$ cat src/rtl/bcd_disp_scan.sv
// Multiplexed 7-segment scanner: latches a tear-free BCD snapshot once per frame
// and drives one digit at a time with decode, decimal points and leading-zero blanking.
module bcd_disp_scan #(
    parameter int              NDIG     = 6,
    parameter int              SCAN_DIV = 1000,
    parameter logic [NDIG-1:0] DP_MASK  = 6'b010100,
    parameter int              LZB_MIN  = 2
) (
    input  logic              CLK,
    input  logic              RST,
    input  logic              EN,
    input  logic              HOLD,
    input  logic [4*NDIG-1:0] DIN,
    output logic [6:0]        SEG,
    output logic              DP,
    output logic [NDIG-1:0]   AN,
    output logic              FRAME
);
    localparam int PW = (SCAN_DIV > 1) ? $clog2(SCAN_DIV) : 1;
    localparam int IW = (NDIG > 1) ? $clog2(NDIG) : 1;

    logic [PW-1:0]     pre_q, pre_d;
    logic [IW-1:0]     idx_q, idx_d;
    logic [4*NDIG-1:0] snap_q, snap_d;
    logic              fresh_q, fresh_d;
    logic [6:0]        seg_q, seg_d;
    logic              dp_q, dp_d;
    logic [NDIG-1:0]   an_q, an_d;

    logic       tick;
    logic       last_digit;
    logic       slot;
    logic       blank;
    logic [3:0] cur_digit;
    logic [6:0] cur_seg;
    logic [3:0] digit [NDIG];
    logic [NDIG:0] zero_above;

    // zero_above[i] is set when snapshot digit i and every digit above it are zero.
    assign zero_above[NDIG] = 1'b1;
    for (genvar gi = 0; gi < NDIG; gi++) begin : g_digit
        assign digit[gi]      = snap_q[4*gi +: 4];
        assign zero_above[gi] = zero_above[gi+1] && (digit[gi] == 4'd0);
    end

    assign tick       = EN && (pre_q == PW'(SCAN_DIV - 1));
    assign last_digit = (idx_q == IW'(NDIG - 1));
    assign slot       = (fresh_q && EN) || (tick && last_digit);
    assign cur_digit  = digit[idx_q];
    assign blank      = (int'(idx_q) >= LZB_MIN) && zero_above[idx_q];

    always_comb begin
        case (cur_digit)
            4'd0:    cur_seg = 7'h3F;
            4'd1:    cur_seg = 7'h06;
            4'd2:    cur_seg = 7'h5B;
            4'd3:    cur_seg = 7'h4F;
            4'd4:    cur_seg = 7'h66;
            4'd5:    cur_seg = 7'h6D;
            4'd6:    cur_seg = 7'h7D;
            4'd7:    cur_seg = 7'h07;
            4'd8:    cur_seg = 7'h7F;
            4'd9:    cur_seg = 7'h6F;
            default: cur_seg = 7'h40;
        endcase
    end

    always_comb begin
        pre_d   = pre_q;
        idx_d   = idx_q;
        snap_d  = snap_q;
        fresh_d = fresh_q;
        seg_d   = 7'h00;
        dp_d    = 1'b0;
        an_d    = '0;
        if (EN) begin
            if (tick) begin
                pre_d = '0;
                idx_d = last_digit ? '0 : idx_q + IW'(1);
            end else begin
                pre_d = pre_q + PW'(1);
            end
            an_d = NDIG'(1) << idx_q;
            if (!blank) begin
                seg_d = cur_seg;
                dp_d  = DP_MASK[idx_q];
            end
        end
        // HOLD only suppresses the load; the slot itself (and FRAME) still happens.
        if (slot) begin
            fresh_d = 1'b0;
            if (!HOLD) begin
                snap_d = DIN;
            end
        end
    end

    always_ff @(posedge CLK) begin
        if (RST) begin
            pre_q   <= '0;
            idx_q   <= '0;
            snap_q  <= '0;
            fresh_q <= 1'b1;
            seg_q   <= 7'h00;
            dp_q    <= 1'b0;
            an_q    <= '0;
        end else begin
            pre_q   <= pre_d;
            idx_q   <= idx_d;
            snap_q  <= snap_d;
            fresh_q <= fresh_d;
            seg_q   <= seg_d;
            dp_q    <= dp_d;
            an_q    <= an_d;
        end
    end

    assign SEG   = seg_q;
    assign DP    = dp_q;
    assign AN    = an_q;
    assign FRAME = slot;
endmodule
$ cat config.mk
export PLATFORM = sky130hd
export DESIGN_NAME = bcd_disp_scan
export DESIGN_NICKNAME = d
export VERILOG_FILES = /design/src/rtl/bcd_disp_scan.sv
export SDC_FILE = /design/constraint.sdc
export NUM_CORES = 1
export LEC_CHECK = 0
export CAP_MARGIN = 20
export CORE_UTILIZATION = 52
export CTS_CLUSTER_SIZE = 20
export DETAILED_ROUTE_END_ITERATION = 16
export GPL_ROUTABILITY_DRIVEN = 0
export HOLD_SLACK_MARGIN = 0.1
export PLACE_DENSITY = 0.83
export SLEW_MARGIN = 20
export SYNTH_ARGS = -nofsm -noshare
export SYNTH_HDL_FRONTEND = slang
export SYNTH_SLANG_ARGS = --single-unit
$ cat constraint.sdc
create_clock -name CLK -period 3.1 [get_ports CLK]
set_clock_uncertainty 0.15 [all_clocks]
set_input_delay 0.465 -clock CLK [delete_from_list [all_inputs] [get_ports CLK]]
set_output_delay 0.465 -clock CLK [all_outputs]
set_load 0.03 [all_outputs]
==> Word level (Yosys, flattened, before mapping) <==
Memory sizes are Yosys's and may differ from the RTL's. A register that Yosys moved wholly into a read port is not among the register bits.
Cells that the tools add are included.
{ "totals": {"ff_bits": 44, "rom_bits": 120, "input_bits": 28, "out_inout_bits": 15, "word_cells": 45, "n_memories": 2} }
{ "mem_list": {"columns": ["name", "depth", "word_bits", "read_ports", "rd_clocked_by_memory_dff", "write_ports", "line", "source"], "rows": [
  ["(no name shown)", 16, 7, 1, 1, 0, "53", "case (cur_digit)"],
  ["(no name shown)", 8, 1, 1, 1, 0, "86", "dp_d = DP_MASK[idx_q];"]
]} }
{ "op_classes": {"n_addsub": 2, "n_lt_le_gt_ge": 3, "n_eq_ne": 2, "shift": 1, "n_mux": 7, "n_bitwise": 3, "n_reduce_logical": 20} }
{ "ops": {"columns": ["op", "n"], "rows": [
  ["$logic_not A4 Y1", 6],
  ["$bmux W4 S3", 1],
  ["$add A10 B1 Y10 const B", 1],
  ["$eq A10 B10 Y1 const B", 1],
  ["$mux W10", 1],
  ["$logic_and A1 B1 Y1", 9],
  ["$mux W4", 2],
  ["$shl A1 B3 Y6 const A", 1],
  ["$ge A4 B4 Y1 const B", 1],
  ["$lt A3 B4 Y1 const B", 1],
  ["$not A3 Y4", 1],
  ["$reduce_and A2 Y1", 2],
  ["$add A3 B1 Y3 const B", 1],
  ["$bmux W1 S3", 1],
  ["$eq A3 B3 Y1 const B", 1],
  ["$ge A3 B2 Y1 const B", 1],
  ["$mux W3", 1],
  ["$reduce_or A3 Y1", 1],
  ["$not A1 Y1", 2],
  ["$reduce_or A2 Y1", 1],
  ["$logic_or A1 B1 Y1", 1],
  ["$mux W1", 1]
]} }

==> Logic depth before layout (Yosys ltp) <==
Gate-level depths: netlist (run 1).
{ "depth": {"ltp_word": 10, "ltp_mapped": 11, "depth_no_buf": 8} }

==> Least setup slack after synthesis (run 1) <==
OpenSTA, ideal clock, no wires.
{ "synth_timing": {"path_type": "reg2reg", "startpoint": "register idx_q[0]", "endpoint": "register seg_q[5] (netlist: SEG[5])", "setup_ps": 74, "t_arrival_ps": 2589, "required_ps": 2876, "slack_ps": 287, "path_stages_with_launch": 9, "cell_sequence": "dfxtp_1 buf_6 buf_2 mux4_2 a21boi_0 inv_1 ha_1 or4_4 a31oi_2"} }
{ "synth_between": {"elab_chain_cells": 4, "word_cells_on_any_way": 9} }
{ "synth_lines": {"columns": ["item", "line", "source"], "rows": [
  ["from (decl)", "23", "logic [IW-1:0] idx_q, idx_d;"],
  ["from (signal assigned)", "109", "idx_q <= idx_d;"],
  ["$bmux W1 S3 / $not A3 Y4 (equally long branches)", "50, 49", null],
  ["$mux W1 (implied by the code) / $bmux W4 S3 (equally long branches)", "50, 49", null],
  ["$logic_and A1 B1 Y1 / $mux W4 (equally long branches)", "50, 49", null],
  ["$reduce_or A3 Y1 (no line) / $mux W4 (equally long branches)", null, null],
  ["to (decl)", "26", "logic [6:0] seg_q, seg_d;"]
]} }
Parallel ways exist; a longest one is shown, timed or not. The select of a mux whose other input is x is not followed.
A chain may end at the register's enable or synchronous reset.

==> Worst setup path after layout (run 1) <==
{ "layout_timing": {"startpoint": "input port EN", "endpoint": "output port FRAME"} }
{ "layout_between": {"elab_chain_cells": 3, "word_cells_on_any_way": 4} }
{ "layout_lines": {"columns": ["item", "line", "source"], "rows": [
  ["from (decl)", "11", "input logic EN,"],
  ["$logic_and A1 B1 Y1", "46", "assign tick = EN && (pre_q == PW'(SCAN_DIV - 1));"],
  ["$logic_and A1 B1 Y1", "48", "assign slot = (fresh_q && EN) || (tick && last_digit);"],
  ["$logic_or A1 B1 Y1 *", "48", null],
  ["to (decl)", "17", "output logic FRAME"]
]} }
Every way passes the cells marked *; elsewhere a longest branch is shown, timed or not.

==> results.json, run 1 <==
{
  "seq_area_frac_synth": 0.4320,
  "r2r_end": "SEG[5]$_SDFF_PP0_",
  "ys_top_cells_by_count": "nand2_1, dfxtp_1, a21oi_1",
  "critical_path.cell_chain": "clkdlybuf4s50_1 > nand3_1 > o41a_1 > inv_1 > clkdlybuf4s50_1",
  "synth_top_family_by_area": "simple AND/OR/NAND/NOR gates",
  "ctsHoldBuffers": 0,
  "drt_iter0_markers": 110,
  "status": "complete, no violations",
  "async_reset_ff_frac": 0,
  "hp-start": "fresh_q$_SDFFE_PP1N_",
  "clockBufferDepth": 2,
  "p_leak_uw": 0.001075,
  "dominantRegCellSynth": "dfxtp_1",
  "cp_top_family": "buffers and inverters",
  "cts_buffers": 5,
  "vias": 2139,
  "worst_pin_slew_ns": 0.9195,
  "cp-start-kind": "primary input",
  "path_clk_slew_ns": 0.09,
  "num-fill-cells": 374,
  "synthSimpleGateAreaFrac": 0.2394,
  "die_w_um": 70.08,
  "dr.pass1.iters": 4,
  "hold_path_depth": 1,
  "reg2reg_slack_ns": 0.38,
  "crit_fanout": 4,
  "min_period_ns": 2.916,
  "multi_input_area_sq_um": 1255,
  "synth.top_cell.area_share": 0.4320,
  "yosysMostFrequentCell": "nand2_1",
  "n_antenna_cell": 0,
  "final_util": 0.6749,
  "worst-path-buf-inv": 3,
  "regToRegStartpoint": "idx_q[0]$_SDFFE_PP0P_",
  "yosys.area.top_type": "dfxtp_1",
  "die_area_sq_um": 4911,
  "maxSlewViolCount": 0,
  "routedWlPerCell_um": 13.75,
  "synth_cells": 289,
  "synth_warnings": 0,
  "cts_tree": "done",
  "first_global_vias": 2070,
  "post-dp-hpwl_um": 3900,
  "drc": 0,
  "finalSetupTns_ns": 0,
  "timing.max_slew.rel_slack": 0.3870,
  "seqCellArea_sq_um": 1041,
  "grt_pass1_wl_um": 9259,
  "worst_path_max_delay_cell": "clkdlybuf4s50_1",
  "io_buffers": 42,
  "muxShareOfSynthArea": 0.06282,
  "yosys.cell_types.count": 52,
  "synth_compound_area_frac": 0.1495,
  "synth_fa_ha_area_frac": 0.03634,
  "drive_gt1_frac": 0.09366,
  "rsz0062_at_grt": "false",
  "min_to": "fresh_q$_SDFFE_PP1N_",
  "crit_type": "primary input to output pin",
  "fin_ws_ns": 0.1844,
  "grt_start_max_net_pins": 34,
  "design_area_sq_um": 2979,
  "fmax_mhz": 343.0,
  "rows": 24,
  "cap_violations": 0,
  "vias_per_cell": 5.585,
  "track_usage": 0.2332,
  "cts_root_buffer": "clkbuf_8",
  "ioPinCount": 43,
  "hold_path_class": "flop to flop",
  "placed_area_sq_um": 2887,
  "grt_overflow": 0,
  "final_hold_viol_count": 0,
  "synth-edff-count": 0,
  "cts.sinks": 52,
  "post-route-period-util": 0.9405,
  "place_ws_ns": 0.1912,
  "clkLatencyLatePin_ns": 0.31,
  "core_sq_um": 4414,
  "required_ns": 2.48,
  "synthXorXnorAreaFrac": 0.03271,
  "vdd_drop_max_uv": 301.0,
  "cts.repair.resized": 0,
  "max_stage_delay_ns": 0.66,
  "synth_area_sq_um": 2410,
  "final_antenna_net_count": 0,
  "synth.ff_latch_count": 52,
  "synthToLayoutAreaGrowth_pct": 23.62,
  "critPathCaptureType": "output pin",
  "crit_top_cell": "clkdlybuf4s50_1",
  "p_per_area_nw_per_um2": 424.8,
  "syn_area_per_cell_sq_um": 8.338,
  "synth_fp_nets": 324,
  "cts.htree.levels": 2,
  "post_cts_buffers": 0,
  "die_h_um": 70.08,
  "synth_area_leaders": "dfxtp_1, nand2_1, a21oi_1",
  "initial_core_util": 0.5459,
  "grt_antenna_before_repair": 0,
  "critPathArrivalTime_ns": 2.30,
  "layout.nets": 365,
  "ff2ff_path_depth": 6,
  "setup_violations": 0,
  "wl_um": 5265
}
## worst max path at each step
stage	start	to	depth (start not counted)
floorplan	idx_q[0]$_SDFFE_PP0P_	SEG[5]$_SDFF_PP0_	8
global placement	EN	FRAME	5
detailed placement	EN	FRAME	5
CTS	EN	FRAME	5
global route	EN	FRAME	5
finish	EN	FRAME	5
## routing by layer
metal,part of all wire,global-route usage
met1,0.44,0.2806
met2,0.50,0.4071
met4,0.020,0.08444
met5,0,0
met3,0.043,0.05051
## per-stage QoR
stage	std cells	power, uW	hold slack [ns]
finish	383	1265	0.3104
global route	383	1315	0.3343
floorplan	289	810.1	0.2764
detailed placement	375	883.3	0.2896
global placement	375	876.9	0.2863
CTS	383	1270	0.3133
## layout make-up
class	count	share of cell area
inverter	10	0.01260
sequential	52	0.3494
clock inverter	3	0.007980
timing repair buffer	51	0.1638
clock buffer	5	0.02310
multi-input combinational	210	0.4212
tap	52	0.02184
## power by group
group / switching [uW] / internal, uW / leakage (uW)
registers: 14.4 / 690 / 0.000423
clock network: 237 / 160 / 0.0000404
logic: 82.0 / 82.1 / 0.000611
total: 333 / 932 / 0.00107
## cell usage in the layout, fill, tap and decap left out, types with 2 or more instances in the layout
cell and count:
a21oi_1 32, ha_1 7, or2_2 2, nor2_1 26, inv_1 9, clkdlybuf4s50_1 42
clkinvlp_4 2, xor2_1 4, or4_1 2, mux4_2 4, mux2i_1 5, dfxtp_1 52
a211oi_1 3, a31oi_1 2, xnor2_1 5, buf_4 9, nor4_1 3, nor2b_1 2
o21ai_0 5, nand4_1 4, nand2b_1 4, nor3_1 12, clkbuf_8 5, nand2_1 60
o22ai_1 2
## flip-flops by register name, summed over array words and instances, names as in the netlist
signal	flops
pre_q	10
AN	6
DP	1
snap_q	24
SEG	7
fresh_q	1
idx_q	3
## kinds of logic after synthesis
logic type,count (synthesis)
AND/OR/NAND/NOR,126
AO/OA/AOI/OAI,58
flip-flops,52
buffers and inverters,27
multiplexers,10
XOR/XNOR,9
adder cells (fa/ha/maj),7
Power figures use the tool's default switching activity.
==> run 2: changes to the inputs <==
CORE_ASPECT_RATIO = 1.4   (was default)
==> run 2 against run 1 <==
Global-route usage rose by 0.72 points. Non-clock buffer count rose by 1. Cell area rose by 1.7%. Die area barely moved. Critical path depth did not move. First-iteration DRC count fell by 39%. Sequential cell count did not move. Clock-buffer cell count did not move. Wire length fell by 0.21%. Critical path type unchanged. Critical endpoint unchanged. Highest routed layer unchanged.
==> results.json, run 2 (synthesis gave the netlist of run 1 again) <==
{
  "worst_pin_slew_ns": 0.6407,
  "final_common_cell": "nand2_1",
  "routedWlPerCell_um": 13.44,
  "drt_iter0_markers": 67,
  "die_h_um": 82.55,
  "io_buffers": 42,
  "final_util": 0.6976,
  "placed_area_sq_um": 2902,
  "cts_buffers": 5,
  "cts.htree.levels": 2,
  "rows": 28,
  "critPathCaptureType": "output pin",
  "die_area_sq_um": 4915,
  "fmax_mhz": 388.7,
  "drive_gt1_frac": 0.09668,
  "timing.max_slew.rel_slack": 0.5713,
  "design_area_sq_um": 3030,
  "die_w_um": 59.54,
  "num-fill-cells": 374,
  "seqCellArea_sq_um": 1041,
  "finalSetupTns_ns": 0,
  "power.share.switching": 0.2207,
  "core_sq_um": 4344,
  "grt_overflow": 0,
  "clkLatencyLatePin_ns": 0.30,
  "multi_input_area_sq_um": 1255,
  "first_global_vias": 1974,
  "rsz0062_at_grt": "false",
  "maxSlewViolCount": 0,
  "worst-path-buf-inv": 3,
  "post-route-period-util": 0.8299,
  "p_int_uw": 1089,
  "clockBufferDepth": 2,
  "use_met3": 0.04673,
  "cts_root_buffer": "clkbuf_8",
  "vdd_drop_max_uv": 261.0,
  "n_antenna_cell": 0,
  "p_per_area_nw_per_um2": 461.2,
  "top_register": "snap_q",
  "p_clk_frac": 0.380,
  "max_stage_delay_ns": 0.60,
  "path_clk_slew_ns": 0.09,
  "cp-start-kind": "primary input",
  "vias_per_cell": 5.560,
  "post_cts_buffers": 0,
  "cp_top_family": "buffers and inverters",
  "grt_start_max_net_pins": 34,
  "status": "complete, no violations",
  "p_seq_frac": 0.504,
  "dr.pass1.iters": 4,
  "track_usage": 0.2404,
  "largest_reg_flops": 24,
  "final_hold_viol_count": 0,
  "cap_violations": 0,
  "ctsHoldBuffers": 0,
  "crit_fanout": 7,
  "layout.nets": 366,
  "synthToLayoutAreaGrowth_pct": 25.75,
  "post-dp-hpwl_um": 3819,
  "combPwrFrac": 0.116,
  "wl_um": 5254,
  "drc": 0,
  "min_period_ns": 2.573,
  "setup_violations": 0,
  "hold_path_class": "flop to flop",
  "cts_tree": "done",
  "final_cell_mix": "nand2_1, dfxtp_1, clkdlybuf4s50_1",
  "grt_antenna_before_repair": 0,
  "whs_ns": 0.3199,
  "switchingPower_uw": 308.5,
  "required_ns": 2.48,
  "p_leak_uw": 0.001105,
  "initial_core_util": 0.5547,
  "ioPinCount": 43,
  "stdcell_count": 391,
  "dpl.cell_count": 384,
  "critical_path.cell_chain": "clkdlybuf4s50_1 > nand3_1 > o41a_1 > inv_1 > buf_4",
  "grt_pass1_wl_um": 8935,
  "busiest_layer": "met2",
  "crit_type": "primary input to output pin",
  "cts.repair.resized": 0,
  "met2_usage": 0.3978,
  "final_antenna_net_count": 0,
  "grt_use_met1": 0.2998,
  "worst_path_max_delay_cell": "clkdlybuf4s50_1",
  "cts.sinks": 52,
  "vias": 2174,
  "critPathArrivalTime_ns": 1.96
}
-- run 2: cell types whose count changed in the layout (fill, tap and decap cells not counted) --
| cell | delta |
|---|---|
| bufinv_16 | +2 |
| clkinv_4 | -1 |
| clkdlybuf4s50_1 | -1 |
| clkinvlp_4 | -2 |
| buf_4 | +2 |
-- run 2: power by group through the flow --
stage	Clock (uW)	Combinational, uW	Sequential [uW]
2_1_floorplan	0	81.3	729
3_3_place_gp	0	158	719
3_5_place_dp	0	161	720
4_1_cts	534	163	705
5_1_grt	564	179	708
6_report	531	162	705
-- run 2: worst min-delay path, stage by stage (launching register included) --
cell	delay, ns
dfxtp_1	0.32
nand2_1	0.06
a21oi_1	0.05
-- run 2: path summary, 6_finish.rpt --
check        slack (ns)                     end  cells after the start              startpoint
max                0.53                   FRAME                      5                      EN
min                0.32  snap_q[6]$_SDFFE_PP0P_                      2  snap_q[6]$_SDFFE_PP0P_
max reg2reg        0.54       SEG[5]$_SDFF_PP0_                      6   idx_q[0]$_SDFFE_PP0P_
min reg2reg        0.32  snap_q[6]$_SDFFE_PP0P_                      2  snap_q[6]$_SDFFE_PP0P_
-- run 2: layout make-up --
cell class,count,share of cell area
inverter,10,0.01239
sequential,52,0.3435
multi-input combinational,210,0.4141
clock inverter,2,0.01982
tap,60,0.02477
clock buffer,5,0.02271
timing repair buffer,52,0.1627
-- run 2: metrics by stage --
stage          setup slack, ns  total power (uW)
2_1_floorplan           0.2870             810.1
3_3_place_gp            0.5609             877.2
3_5_place_dp            0.5242             881.5
4_1_cts                 0.5179              1401
5_1_grt                 0.3486              1450
6_report                0.5274              1398
-- run 2: metal layers --
| metal | share of wire | vias to the layer above | routed length, um |
|---|---|---|---|
| li1 | - | 1076 | - |
| met1 | 0.45 | 1031 | 2365 |
| met2 | 0.49 | 55 | 2595 |
| met3 | 0.030 | 12 | 160 |
| met4 | 0.025 | 0 | 133 |
| met5 | 0 | - | 0 |
==> run 3: changes to the inputs <==
clock period = 2.6 ns   (was 3.1 ns; I/O delays follow)
==> run 3 against run 2 <==
Critical path depth grew 3. Clock power is 8.1% higher. Combinational power up 22%. Critical path type is now flop to flop.
==> results.json, run 3 (synthesis gave the netlist of run 1 again) <==
{
  "cts_buffers": 5,
  "track_usage": 0.2483,
  "path_clk_slew_ns": 0.09,
  "io_buffers": 42,
  "crit_fanout": 7,
  "rsz0062_at_grt": "false",
  "cts_tree": "done",
  "worst_pin_slew_ns": 0.5522,
  "place_ws_ns": 0.2128,
  "final_cell_mix": "nand2_1, dfxtp_1, clkdlybuf4s50_1",
  "layout.nets": 368,
  "design_area_sq_um": 3052,
  "critical_path.cell_chain": "buf_4 > mux2i_1 > or2_2 > a21boi_2 > inv_1 > ha_1 > or4_4 > a31oi_2",
  "p_leak_uw": 0.001117,
  "largest_reg_flops": 24,
  "setup_violations": 0,
  "cap_violations": 0,
  "top_register": "snap_q",
  "min_period_ns": 2.398,
  "n_antenna_cell": 0,
  "critPathArrivalTime_ns": 2.49,
  "drt_iter0_markers": 75,
  "cp-start-kind": "flop",
  "vdd_drop_max_uv": 412.5,
  "grt_start_max_net_pins": 34,
  "die_h_um": 82.55,
  "post-route-period-util": 0.9223,
  "dr.pass1.iters": 4,
  "final_common_cell": "nand2_1",
  "fin_ws_ns": 0.2020,
  "first_global_vias": 2055,
  "worst-path-buf-inv": 2,
  "wl_um": 5330,
  "synthToLayoutAreaGrowth_pct": 26.64,
  "final_antenna_net_count": 0,
  "core_sq_um": 4344,
  "status": "complete, no violations",
  "drc": 0,
  "grt_use_met1": 0.2824,
  "hold_path_class": "flop to flop",
  "die_w_um": 59.54,
  "final_hold_viol_count": 0,
  "clkLatencyLatePin_ns": 0.30,
  "maxSlewViolCount": 0,
  "worst_path_max_delay_cell": "or4_4",
  "max_stage_delay_ns": 0.53,
  "crit_type": "flop to flop",
  "cts_root_buffer": "clkbuf_8",
  "final_util": 0.7025,
  "num-fill-cells": 372,
  "busiest_layer": "met2",
  "clockBufferDepth": 2,
  "rows": 28,
  "use_met3": 0.05296,
  "critPathCaptureType": "flop",
  "grt_antenna_before_repair": 0,
  "whs_ns": 0.3204,
  "cp_top_family": "simple AND/OR/NAND/NOR gates",
  "p_per_area_nw_per_um2": 528.2,
  "vias_per_cell": 5.533,
  "cts.sinks": 52,
  "required_ns": 2.69,
  "die_area_sq_um": 4915,
  "met2_usage": 0.4483,
  "cts.htree.levels": 2,
  "finalSetupTns_ns": 0,
  "drive_gt1_frac": 0.1138,
  "grt_pass1_wl_um": 9190,
  "placed_area_sq_um": 2924,
  "post-dp-hpwl_um": 4028,
  "initial_core_util": 0.5547,
  "ioPinCount": 43,
  "grt_overflow": 0,
  "fmax_mhz": 417.0,
  "routedWlPerCell_um": 13.53,
  "vias": 2180,
  "timing.max_slew.rel_slack": 0.6305
}
## run 3: cell count changes in the layout (fill, tap and decap cells not counted)
cell and change:
clkbuf_8 +1, a21oi_1 -1, nor4b_1 -1, nor4b_2 +1
a21boi_0 -1, a21oi_2 +1, a21boi_2 +1, clkinv_4 +1
buf_4 +2, bufinv_16 -1
## run 3: power by group
group	internal, uW	switching (uW)	leakage, uW	total, uW
sequential	822	18.3	0.000423	841
combinational	99.7	97.8	0.000632	198
clock	315	259	0.0000614	574
## run 3: what timing repair did
item | CTS | global route
buffers inserted | 0 | 0
hold buffers | 0 | 0
endpoints found under the setup margin | 0 | 2
resized for setup | 0 | 1
## run 3: per-stage QoR
stage          instances  power, uW
6_report             394       1612
3_3_place_gp         386       1048
4_1_cts              394       1616
3_5_place_dp         386       1055
2_1_floorplan        289      966.7
5_1_grt              394       1680
## run 3: layout make-up
class                           instances  area (sq um)  share of cell area
Multi-Input combinational cell        210          1269              0.4157
Timing Repair Buffer                   54         508.0              0.1665
Clock inverter                          2         38.79             0.01271
Sequential cell                        52          1041              0.3411
Tap cell                               60         75.07             0.02460
Clock buffer                            6         82.58             0.02706
Inverter                               10         37.54             0.01230
## run 3: path summary, 6_finish.rpt
path	start	end	slack (ns)	depth (start not counted)
hold reg to reg	snap_q[6]$_SDFFE_PP0P_	snap_q[6]$_SDFFE_PP0P_	0.32	2
hold / removal	snap_q[6]$_SDFFE_PP0P_	snap_q[6]$_SDFFE_PP0P_	0.32	2
setup / recovery	idx_q[0]$_SDFFE_PP0P_	SEG[5]$_SDFF_PP0_	0.20	8
setup reg to reg	idx_q[0]$_SDFFE_PP0P_	SEG[5]$_SDFF_PP0_	0.20	8
## run 3: per-layer routing
layer  vias to the layer above  wire length, um  share of wire
li1                       1082                -              -
met1                      1021             2206           0.41
met2                        66             2795           0.52
met3                        11              204          0.038
met4                         0              122          0.023
met5                         -                0              0
## run 3: worst register-to-register path, stage by stage (launching register included)
cell and delay, ns:
dfxtp_1 0.42, buf_4 0.21, mux2i_1 0.25, or2_2 0.16, a21boi_2 0.16, inv_1 0.09, ha_1 0.20, or4_4 0.53
a31oi_2 0.16
==> patch 1: new RTL, flow settings as in run 3 <==
Set the parameter `NDIG` to 12 (it was 6).
--- a/src/rtl/bcd_disp_scan.sv
+++ b/src/rtl/bcd_disp_scan.sv
@@ -1,7 +1,7 @@
 // Multiplexed 7-segment scanner: latches a tear-free BCD snapshot once per frame
 // and drives one digit at a time with decode, decimal points and leading-zero blanking.
 module bcd_disp_scan #(
-    parameter int              NDIG     = 6,
+    parameter int              NDIG     = 12,
     parameter int              SCAN_DIV = 1000,
     parameter logic [NDIG-1:0] DP_MASK  = 6'b010100,
     parameter int              LZB_MIN  = 2
Ports: changed (resized AN and DIN); port bits go from 43 to 73. The function was not compared with the original's and may differ.
==> patch 1 against run 3 <==
Setup slack worse by 0.072 ns; fmax fell by 2.9%; sequential cell count is 31 higher; die area is 56% higher; routed wire length increased by 66%; via count rose by 48%; design area rose by 64%; sequential share of layout area is 0.80 points lower; hold slack lost 0.045 ns; synthesized area rose by 58%; power up 60%; count of clock-buffer cells in the layout up 4; critical path depth shrank 2.
==> patch 1: results (changes against run 3) <==
GRT
  • Number of global-route vias before repair: 3148 (was 2055)
  • Global-route usage over all layers: 25.38% (was 24.83%)
  • Global-route wire length before repair: 14.74 mm (was 9.190 mm)

Synthesis
  • Synth Area in XOR/XNOR: 1.379% (was 3.271%)
  • Top cells by area, synth: dfxtp_1, mux2i_1, nor2_1, mux4_2, ha_1 (was dfxtp_1, nand2_1, a21oi_1, nor2_1, mux4_2)
  • Top cells by count, synth: dfxtp_1, nor2_1, mux2i_1, nand2_1, a21oi_1 (was nand2_1, dfxtp_1, a21oi_1, nor2_1, nor3_1)
  • Sequential share of the synthesized area: 43.61% (was 43.20%)
  • Gate Count Post-Synth: 390 (was 289)
  • Synthesized netlist net count: 454 (was 324)
  • Cell variety after synth: 48 (was 52)
  • Fraction of the mapped netlist area in compound gates: 9.458% (was 14.95%)
  • Post-Synth Adder-Cell Area: 3.941% (was 3.634%)

Detailed routing
  • Routed via count: 3237 (was 2180)
  • 1st-pass router iterations: 5 (was 4)
  • Drt initial violations: 165 (was 75)

Place
  • Placed Area: 4791 µm² (was 2924 µm²)
  • Final HPWL DP: 6.832 mm (was 4.028 mm)
  • Number of port buffers: 72 (was 42)
  • Post-Place Setup Slack: -0.005057 ns (was 0.2128 ns)

Power and ir drop
  • Seq pwr: 1.35 mW (was 0.841 mW)
  • Comb pwr share: 13.5% (was 12.3%)
  • Maximum VDD drop: 0.0004049 V (was 0.0004125 V)
  • Leak Pwr: 1.911 nW (was 1.117 nW)
  • NetSw: 0.6361 mW (was 0.3752 mW)

Status
  • Status: finished clean (unchanged)

Finish
  • FFs & Latches: 83 (was 52)
  • # fillers: 547 (was 372)
  • Fraction of area in registers: 33.31% (was 34.11%)
  • Max FFs per register: 48 (was 24)
  • # clk buffers: 10 (was 6)
  • Clk tree area frac: 3.659% (was 3.977%)
  • Comb_multi_in: 276 (was 210)
  • Non-clk bufs: 104 (was 54)
  • Share of cells above drive strength 1: 14.34% (was 11.38%)
  • Register area: 1663 µm² (was 1041 µm²)
  • Final Instance Count excl. Fillers: 583 (was 394)
  • Non-clock buffer share: 20.18% (was 16.65%)

Min path
  • Hold Startpoint: RST (was snap_q[6])

Clock network
  • CTS Buf Count: 9 (was 5)
  • CTS H-Tree Depth: 3 (was 2)
  • Clk_lat worst skew: 0.36 ns (was 0.30 ns)

Timing
  • Worst-Margin Slew: 0.5517 ns (was 0.5522 ns)

Setup path
  • CP arrival: 1.93 ns (was 2.49 ns)
  • Crit-path max FO: 3 (was 7)

Floorplanning
  • Die Wd: 74.34 µm (was 59.54 µm)
[patch 1: changes by cell type after synthesis, moves of 5 or more]
| cell | change |
|---|---|
| dfxtp_1 | +31 |
| nor3_1 | -8 |
| ha_1 | +5 |
| nor2_1 | +46 |
| mux2i_1 | +48 |
| nand3_1 | +5 |
| nand2_1 | -40 |
| nor4_1 | +9 |
| a21oi_1 | -17 |
| mux2_2 | +7 |
[patch 1: worst paths after layout]
kind	to	slack (ns)	cells past startpoint
worst min register to register	fresh_q	0.32	1
worst max register to register	SEG[3]	0.18	8
worst max-delay path	FRAME	0.13	6
worst min-delay path	AN[7]	0.28	3
[patch 1: kinds of logic after synthesis]
family | after synthesis
compound gates | 52
xor+xnor | 6
fa+ha+maj | 12
buf+inv | 31
flops | 83
mux | 68
simple gates | 138
[patch 1: metal layers]
metal / vias up / GRT usage, % / wire length [µm]
met5: - / 0 / 0
met4: 0 / 10.89 / 118
met3: 15 / 5.233 / 363
met2: 94 / 43.99 / 4761
met1: 1538 / 30.18 / 3613
li1: 1590 / - / -
==> patch 2: new RTL, settings of run 3 <==
Made on the original files. The output `AN` loses its register stage (`an_q` becomes a continuous assignment).
--- a/src/rtl/bcd_disp_scan.sv
+++ b/src/rtl/bcd_disp_scan.sv
@@ -103,7 +103,6 @@
             fresh_q <= 1'b1;
             seg_q   <= 7'h00;
             dp_q    <= 1'b0;
-            an_q    <= '0;
         end else begin
             pre_q   <= pre_d;
             idx_q   <= idx_d;
@@ -111,9 +110,10 @@
             fresh_q <= fresh_d;
             seg_q   <= seg_d;
             dp_q    <= dp_d;
-            an_q    <= an_d;
         end
     end
+
+    assign an_q = an_d;
 
     assign SEG   = seg_q;
     assign DP    = dp_q;
Formal check against the unedited RTL: not equivalent (a bounded check fails within 4 cycles, from zero or initial values and one cycle with RST high).
==> patch 2 against run 3 <==
Power fell by 14%; sequential power fell by 11%; sequential cell count fell by 6; global-route usage fell by 2.5 points; synthesized area fell by 3.6%; design area fell by 5.7%; setup slack got worse by 0.086 ns; utilization fell by 2.4 points; via count fell by 14%; routed wire length fell by 10%; non-clock buffer count fell by 4; register-to-register slack improved by 0.11 ns; critical path type is now flop to primary output; critical endpoint is now AN[3]; largest cell class unchanged; highest routed layer unchanged.
==> patch 2: results (changes against run 3) <==
Finish
  • Fraction of area in registers: 32.06% (was 34.11%)
  • # clk buffers: 7 (was 6)
  • Non-clock buffer share: 16.70% (was 16.65%)
  • Multi-input gate share of total cell area: 44.54% (was 41.57%)
  • Inverters: 7 (was 10)
  • Non-clk bufs: 50 (was 54)
  • P&R area growth vs syn: 23.80% (was 26.64%)

GRT
  • Global-route usage over all layers: 22.34% (was 24.83%)
  • Largest net degree at the start of global routing: 33 (was 34)
  • Number of global-route vias before repair: 1828 (was 2055)

Detailed routing
  • DR WL/cell: 13.66 µm (was 13.53 µm)

Place
  • Final HPWL DP: 3.595 mm (was 4.028 mm)
  • Cells after DPL: 342 (was 386)
  • Post-Place Setup Slack: 0.1989 ns (was 0.2128 ns)

Setup path
  • Reg2Reg Setup Slack: 0.31 ns (was 0.20 ns)
  • Worst R2R End: SEG[3] (was SEG[5])
  • RR Startpoint: idx_q[1] (was idx_q[0])
  • Crit-path max FO: 10 (was 7)

Power and ir drop
  • Leak Pwr: 1.122 nW (was 1.117 nW)
  • Clock group power: 0.439 mW (was 0.574 mW)
  • Maximum VDD drop: 0.0003323 V (was 0.0004125 V)

Synthesis
  • Top cells by count, synth: dfxtp_1, nor2_1, mux2i_1, nand2_1, a21oi_1 (was nand2_1, dfxtp_1, a21oi_1, nor2_1, nor3_1)

Timing
  • Worst Hold Slack: 0.3251 ns (was 0.3204 ns)
  • Worst-Margin Slew: 0.4115 ns (was 0.5522 ns)

Status
  • Status: finished clean (unchanged)

Min path
  • Hold Startpoint: fresh_q (was snap_q[6])
[patch 2: worst max-delay path by stage]
stage | startpoint | endpoint | slack (ns)
floorplan | idx_q[0] | SEG[5] | 0.17
global placement | EN | AN[3] | 0.23
detailed placement | EN | AN[3] | 0.20
CTS | idx_q[0] | AN[3] | 0.07
global route | idx_q[1] | AN[3] | 0.04
finish | idx_q[1] | AN[3] | 0.12
[patch 2: logic make-up after synthesis]
kind of cell / share of synthesized area (%)
compound gates: 8.294
xor+xnor: 3.392
fa+ha+maj: 4.308
buf+inv: 5.223
flops: 39.63
mux: 16.64
simple gates: 22.51
[patch 2: routing by layer]
metal / part of all wire, % / global-route usage [%]
met5: 0 / 0
met4: 2.0 / 10.48
met3: 2.4 / 4.618
met2: 53 / 40.23
met1: 42 / 24.75
[patch 2: worst max-delay path: stages (launching register included)]
cell             delay (ns)
dfxtp_1                0.51
and2_1                 0.20
ha_1                   0.14
and2_1                 0.13
clkdlybuf4s50_1        0.67
